<file path="src/rtl/cplx_dot_sched.sv">
// cplx_dot_sched: groups a complex operand stream into LEN-element dot products for an external MAC and queues the sums
module cplx_dot_sched #(
  parameter int AW = 18,
  parameter int BW = 18,
  parameter int PW = 58,
  parameter int LEN = 8,
  parameter int LAT = 4,
  parameter int DEPTH = 4
) (
  input  logic          clk,
  input  logic          rst,
  input  logic          s_valid,
  output logic          s_ready,
  input  logic [AW-1:0] s_ar,
  input  logic [AW-1:0] s_ai,
  input  logic [BW-1:0] s_br,
  input  logic [BW-1:0] s_bi,
  output logic          mac_sload,
  output logic [AW-1:0] mac_ar,
  output logic [AW-1:0] mac_ai,
  output logic [BW-1:0] mac_br,
  output logic [BW-1:0] mac_bi,
  input  logic [PW-1:0] mac_pr,
  input  logic [PW-1:0] mac_pi,
  output logic          m_valid,
  input  logic          m_ready,
  output logic [PW-1:0] m_pr,
  output logic [PW-1:0] m_pi,
  output logic          busy
);
  localparam int IW = LEN > 1 ? $clog2(LEN) : 1;
  localparam int FW = DEPTH > 1 ? $clog2(DEPTH) : 1;
  localparam int NW = FW + 1;
  localparam int CW = $clog2(DEPTH + LAT + 2) + 1;
  logic [IW-1:0] idx;
  logic [LAT:0] tag;
  logic [FW-1:0] wp;
  logic [FW-1:0] rp;
  logic [NW-1:0] cnt;
  logic [PW-1:0] mem_r [DEPTH];
  logic [PW-1:0] mem_i [DEPTH];
  logic [CW-1:0] occ;
  logic is_last;
  logic acc;
  logic push;
  logic pop;
  assign is_last = idx == IW'(LEN - 1);
  // slots already claimed: stored results plus vector ends still travelling through the MAC
  always_comb begin
    occ = CW'(cnt);
    for (int i = 0; i <= LAT; i++) occ = occ + CW'(tag[i]);
  end
  assign s_ready = !rst && !(is_last && occ >= CW'(DEPTH));
  assign acc = s_valid && s_ready;
  assign push = tag[LAT];
  assign m_valid = cnt != '0;
  assign pop = m_valid && m_ready;
  assign m_pr = m_valid ? mem_r[rp] : '0;
  assign m_pi = m_valid ? mem_i[rp] : '0;
  assign busy = idx != '0 || tag != '0 || m_valid;
  // element position within the current vector, advanced per accepted element
  always_ff @(posedge clk) begin
    if (rst) idx <= '0;
    else if (acc) idx <= is_last ? '0 : idx + IW'(1);
  end
  // registered MAC drive; idle cycles feed zeros so the running sum holds
  always_ff @(posedge clk) begin
    if (rst) begin
      mac_sload <= 1'b0;
      mac_ar <= '0;
      mac_ai <= '0;
      mac_br <= '0;
      mac_bi <= '0;
    end else begin
      mac_sload <= acc && idx == '0;
      mac_ar <= acc ? s_ar : '0;
      mac_ai <= acc ? s_ai : '0;
      mac_br <= acc ? s_br : '0;
      mac_bi <= acc ? s_bi : '0;
    end
  end
  // vector-end marker follows the last element through the MAC latency
  always_ff @(posedge clk) begin
    if (rst) tag <= '0;
    else tag <= {tag[LAT-1:0], acc && is_last};
  end
  // result FIFO pointers and occupancy
  always_ff @(posedge clk) begin
    if (rst) begin
      wp <= '0;
      rp <= '0;
      cnt <= '0;
    end else begin
      wp <= push ? wp + FW'(1) : wp;
      rp <= pop ? rp + FW'(1) : rp;
      cnt <= cnt + NW'(push) - NW'(pop);
    end
  end
  // capture the finished sum on the cycle its marker leaves the pipe
  always_ff @(posedge clk) begin
    if (push) begin
      mem_r[wp] <= mac_pr;
      mem_i[wp] <= mac_pi;
    end
  end
endmodule

</file>
<file path="config.mk">
export PLATFORM = sky130hd
export DESIGN_NAME = cplx_dot_sched
export DESIGN_NICKNAME = d
export VERILOG_FILES = /design/src/rtl/cplx_dot_sched.sv
export SDC_FILE = /design/constraint.sdc
export NUM_CORES = 1
export LEC_CHECK = 0
export ABC_CLOCK_PERIOD_IN_PS = 4210
export CAP_MARGIN = 25
export CORE_MARGIN = 2
export CORE_UTILIZATION = 52
export CTS_CLUSTER_SIZE = 24
export DETAILED_ROUTE_END_ITERATION = 8
export PLACE_DENSITY = 0.85
export RECOVER_POWER = 25
export SLEW_MARGIN = 15
export SYNTH_ARGS = -nofsm -noshare
export SYNTH_HDL_FRONTEND = slang
export SYNTH_SLANG_ARGS = --single-unit
</file>
<file path="constraint.sdc">
create_clock -name clk -period 4.21 [get_ports clk]
set_input_delay 0.842 -clock clk [delete_from_list [all_inputs] [get_ports clk]]
set_output_delay 0.842 -clock clk [all_outputs]
set_load 0.05 [all_outputs]
</file>
# == Word level (Yosys, flattened, before mapping) ==
# Memory sizes are Yosys's and may differ from the RTL's. A register that Yosys moved wholly into a read port is not among the register bits.
# Cells that the tools add are included.
# totals
out_inout_bits,192
mem_count,2
input_bits,192
romBits,0
latchBits,0
elab_cells,49
regBits,88
ramBits,464
# op_classes
shifts,0
reduce_logical,15
addsub,10
order_cmp,1
mux,9
div,0
mul,0
bitwise,1
eq_ne,1
# memory_table
name,words,word_bits,read_ports,rd_clocked_by_memory_dff,wr,line,text
mem_i,4,58,1,1,1,41,logic [PW-1:0] mem_i [DEPTH];
mem_r,4,58,1,1,1,40,logic [PW-1:0] mem_r [DEPTH];
# ops
op,n
$mux W58,2
$add A5 B1 Y5,3
$mux W2,4
$logic_and A1 B1 Y1,6
$reduce_bool A3 Y1,2
$add A4 B1 Y5,1
$ge A5 B3 Y1 const B,1
$reduce_bool A5 Y1,1
$add A2 B1 Y2 const B,2
$add A3 B1 Y4,1
$add A3 B1 Y3,1
$add A3 B1 Y3 const B,1
$eq A3 B3 Y1 const B,1
$logic_not A3 Y1,1
$mux W3,1
$sub A3 B1 Y3,1
$logic_not A1 Y1,2
$logic_or A1 B1 Y1,2
$mux W1,2
$reduce_or A2 Y1,1
$not A1 Y1,1

# == Depth between registers and ports, before layout ==
# logic_depth
word_depth,12
mapped_depth,10
ltp_nobuf,10

# == Worst setup path after synthesis ==
# No wires, ideal clock.
# synth_path
kind,register to register
from,register tag[4]
to,memory mem_i[0][0] (enable)
arrival_time_ns,3.253
n_path_buf,1
path_slack_ns,0.469
path_stages_with_launch,3
t_required_ns,3.722
setup_time_ns,0.488
synth_period_minus_slack_ns,3.741
path_cell_list,dfxtp_1 clkbuf_1 and2_1
# synth_via
elab_chain_cells,2
# synth_rtl
item,line,text
start: declaration,36,logic [LAT:0] tag;
start signal: assignment,85,"else tag <= {tag[LAT-1:0], acc && is_last};"
$mux W1,101,if (push) begin
$mux W1 (implied by the code),103,mem_i[wp] <= mac_pi;
end: declaration,41,
# No other way between the ends.

# == Final worst setup path ==
# layout_path
from,register cnt[1]
to,output busy
# layout_via
elab_chain_cells,2
# layout_rtl
item,line,text
start: declaration,39,logic [NW-1:0] cnt;
start signal: assignment,96,cnt <= cnt + NW'(push) - NW'(pop);
$reduce_bool A3 Y1,56,assign m_valid = cnt != '0;
$logic_or A1 B1 Y1,60,assign busy = idx != '0 || tag != '0 || m_valid;
end: declaration,29,output logic busy
# No other way between the ends.

==> results.cfg <==
[logic_synthesis]
synth_seq_area_share = 0.756
avgSynthCellArea_um2 = 21.0
synth_top_area_share = 0.669
synthFlopType = edfxtp_1
synthCells = 990
async_flop_share = 0
synth_warnings = 0
synthTopCellsByArea = edfxtp_1, mux4_2, dfxtp_1
synth_cell_types = 31
synth_nets = 1198
ys_ff_latch = 554
synth_edf_count = 464
synth_top_area_cell = edfxtp_1
synth_area_um2 = 20800

[cts]
clock-sinks = 554
ctsHtreeMaxLevel = 2
ctsHoldBuffers = 0
worst_skew_pair.late_latency_ns = 0.60
cts_resized = 0
clk_pin_slew_worst_paths_ns = 0.06
cts_buffer_depth = 3
cts_tree = built
root_buffer = clkbuf_16
postCtsSetupBuffers = 0
numCtsBuffers = 54

[flow_run]
maxCapViolations = 0

[timing]
setup_tns_ns = 0
slew_headroom = 0.425
hold_viol_final = 0
slew_violations = 0
setup_viol = 0
finalCritPeriodShare = 0.967
worstMarginPinSlew_ns = 0.863
max_freq_ghz = 0.246
min_period_ns = 4.07
rsz0062_at_grt = false
finClkSkew_ns = 0.0180

[place]
port-buffer-count = 383
place_congestion = 0.759
placed_area_um2 = 25200
dp_cells = 1855
dpl.hpwl_um = 27500

[routing]
ant_nets = 0
dr.pass1.iters = 6
route.detailed.drc = 0
first_iter_violations = 692
routed_wirelength_um = 46900
routedWlPerCell_um = 23.8
viasPerCell = 5.47
via_count = 10800

[setup_path]
crit_type = reg2out
reg2reg_from = tag[0]$_SDFF_PP0_
slowest_stage = or3_2
cp_max_fo = 30
cp_data_required_time_ns = 3.37
crit_chain = or3_2 > or4_1 > clkdlybuf4s50_1
critPathMaxStageDelay_ns = 0.84
endpoint_kind = output port
crit_path_start = cnt[1]$_SDFF_PP0_
startpoint_type = register
cp.arrival_ns = 3.23

[grt]
grt_pass1_wl_um = 68900
antenna_found_initial = 16
first_global_vias = 11600
overflow = 0
grt_usage = 0.224
grt_max_degree = 91

[floorplan]
die_h_um = 204
core_area_um2 = 39600
die-area_um2 = 41700
die_x_um = 204
rows = 73
start_util = 0.525
ios = 384

[power]
power.leakage_nw = 8.74
ir_drop_uv = 354
p_sw_mw = 5.75
intPower_mw = 10.8
power_frac_seq = 0.367
clock_power_share = 0.273
power_frac_comb = 0.360
switching_share = 0.348
p_per_area_nw_per_um2 = 612

[layout]
fin_area_um2 = 27000
drive_above_1_share = 0.198
area_delta_synth_final_pct = 29.4
post-route-util = 0.680
final_net_count = 1596
layoutNonFillerInstCount = 1969

[hold_path]
min_from = tag[0]$_SDFF_PP0_
min_path_type = reg2reg

[status]
status = completed
-- per-stage QoR --
step                total power [mW]  setup WS, ns  hold slack, ns
floorplan                       10.2         0.469           0.447
global placement                12.1         0.830           0.468
detailed placement              12.1         0.758           0.476
CTS                             16.6        0.0863           0.495
global route                    17.1       0.00974           0.517
finish                          16.5         0.140           0.496
-- power groups by stage --
stage,logic [mW],clock network (mW),registers (mW)
after floorplan,4.00,0,6.23
final,5.94,4.50,6.06
after CTS,6.00,4.60,6.05
after detailed placement,5.95,0,6.17
after global placement,5.90,0,6.16
after global routing,6.22,4.78,6.07
-- cell usage after synthesis (3+ instances only) --
cell type  instances
mux4_2           116
buf_6             13
dfxtp_1           90
nor2_1            10
clkbuf_1          24
inv_1             14
nor3b_2           59
ha_1              13
fa_1               3
or3_1              3
buf_2             21
and2_1           121
edfxtp_1         464
xor2_1             3
nor2b_1            3
nand2b_1           4
nor3b_1           13
-- layout make-up --
type	instances	area [um^2]
Antenna cell	11	27.5
Multi-Input combinational cell	365	4730
Sequential cell	554	15700
Inverter	14	52.6
Clock inverter	31	206
Tap cell	525	657
Fill cell	2448	12700
Clock buffer	70	1450
Timing Repair Buffer	399	4080
-- flip-flops by register name, summed over array words and instances, names as in the netlist, named ones only --
signal and count:
mac_sload 1, wp 2, idx 3, mac_br 18, tag 5, cnt 3
mac_bi 18, mac_ai 18, mem_i 232, mem_r 232, rp 2, mac_ar 18
-- cell families (layout without fill, tap and decap cells) --
group / count (synthesis) / after routing / share of synthesized area
flops: 554 / 554 / 0.756
simple gates: 220 / 221 / 0.0845
mux: 118 / 118 / 0.126
buf+inv: 72 / 514 / 0.0189
fa+ha+maj: 16 / 16 / 0.0107
compound gates: 6 / 6 / 0.00222
xor+xnor: 4 / 4 / 0.00168
other cells: 0 / 11 / 0
-- layout by cell type (no fill, tap or decap), types with 2 or more instances in the layout --
| master | count |
|---|---|
| nor3b_1 | 13 |
| clkinvlp_4 | 6 |
| clkinv_1 | 9 |
| clkbuf_16 | 55 |
| and2_1 | 117 |
| xor2_1 | 3 |
| dlygate4sd3_1 | 78 |
| buf_4 | 7 |
| nand2b_1 | 3 |
| or3_1 | 2 |
| mux4_2 | 116 |
| nor3b_2 | 59 |
| inv_1 | 14 |
| clkdlybuf4s50_1 | 304 |
| clkbuf_1 | 11 |
| diode_2 | 11 |
| o31ai_1 | 2 |
| nor2_1 | 10 |
| dfxtp_1 | 88 |
| dfxtp_4 | 2 |
| clkbuf_2 | 2 |
| clkinv_2 | 12 |
| nor2b_1 | 3 |
| and2_4 | 4 |
| ha_1 | 13 |
| buf_12 | 9 |
| mux2i_1 | 2 |
| fa_1 | 3 |
| edfxtp_1 | 464 |
-- final timing paths --
| path | end | slack [ns] | cells past startpoint |
|---|---|---|---|
| setup reg to reg | mac_sload$_SDFF_PP0_ | 1.34 | 10 |
| setup / recovery | busy | 0.14 | 3 |
| hold / removal | tag[1]$_SDFF_PP0_ | 0.50 | 2 |
| hold reg to reg | tag[1]$_SDFF_PP0_ | 0.50 | 2 |
-- per-layer routing --
metal  part of all wire  global-route usage
met1               0.38               0.270
met2               0.51               0.385
met3              0.086              0.0710
met4              0.023              0.0681
met5             0.0019                   0
-- worst max-delay path, delay by kind of cell, from the launching register on --
| kind | cells | cell delay [ns] |
|---|---|---|
| buffers and inverters | 1 | 0.75 |
| flip-flops | 1 | 0.43 |
| AND/OR/NAND/NOR | 2 | 1.43 |
Note: power is estimated with default switching activity, not from simulation.
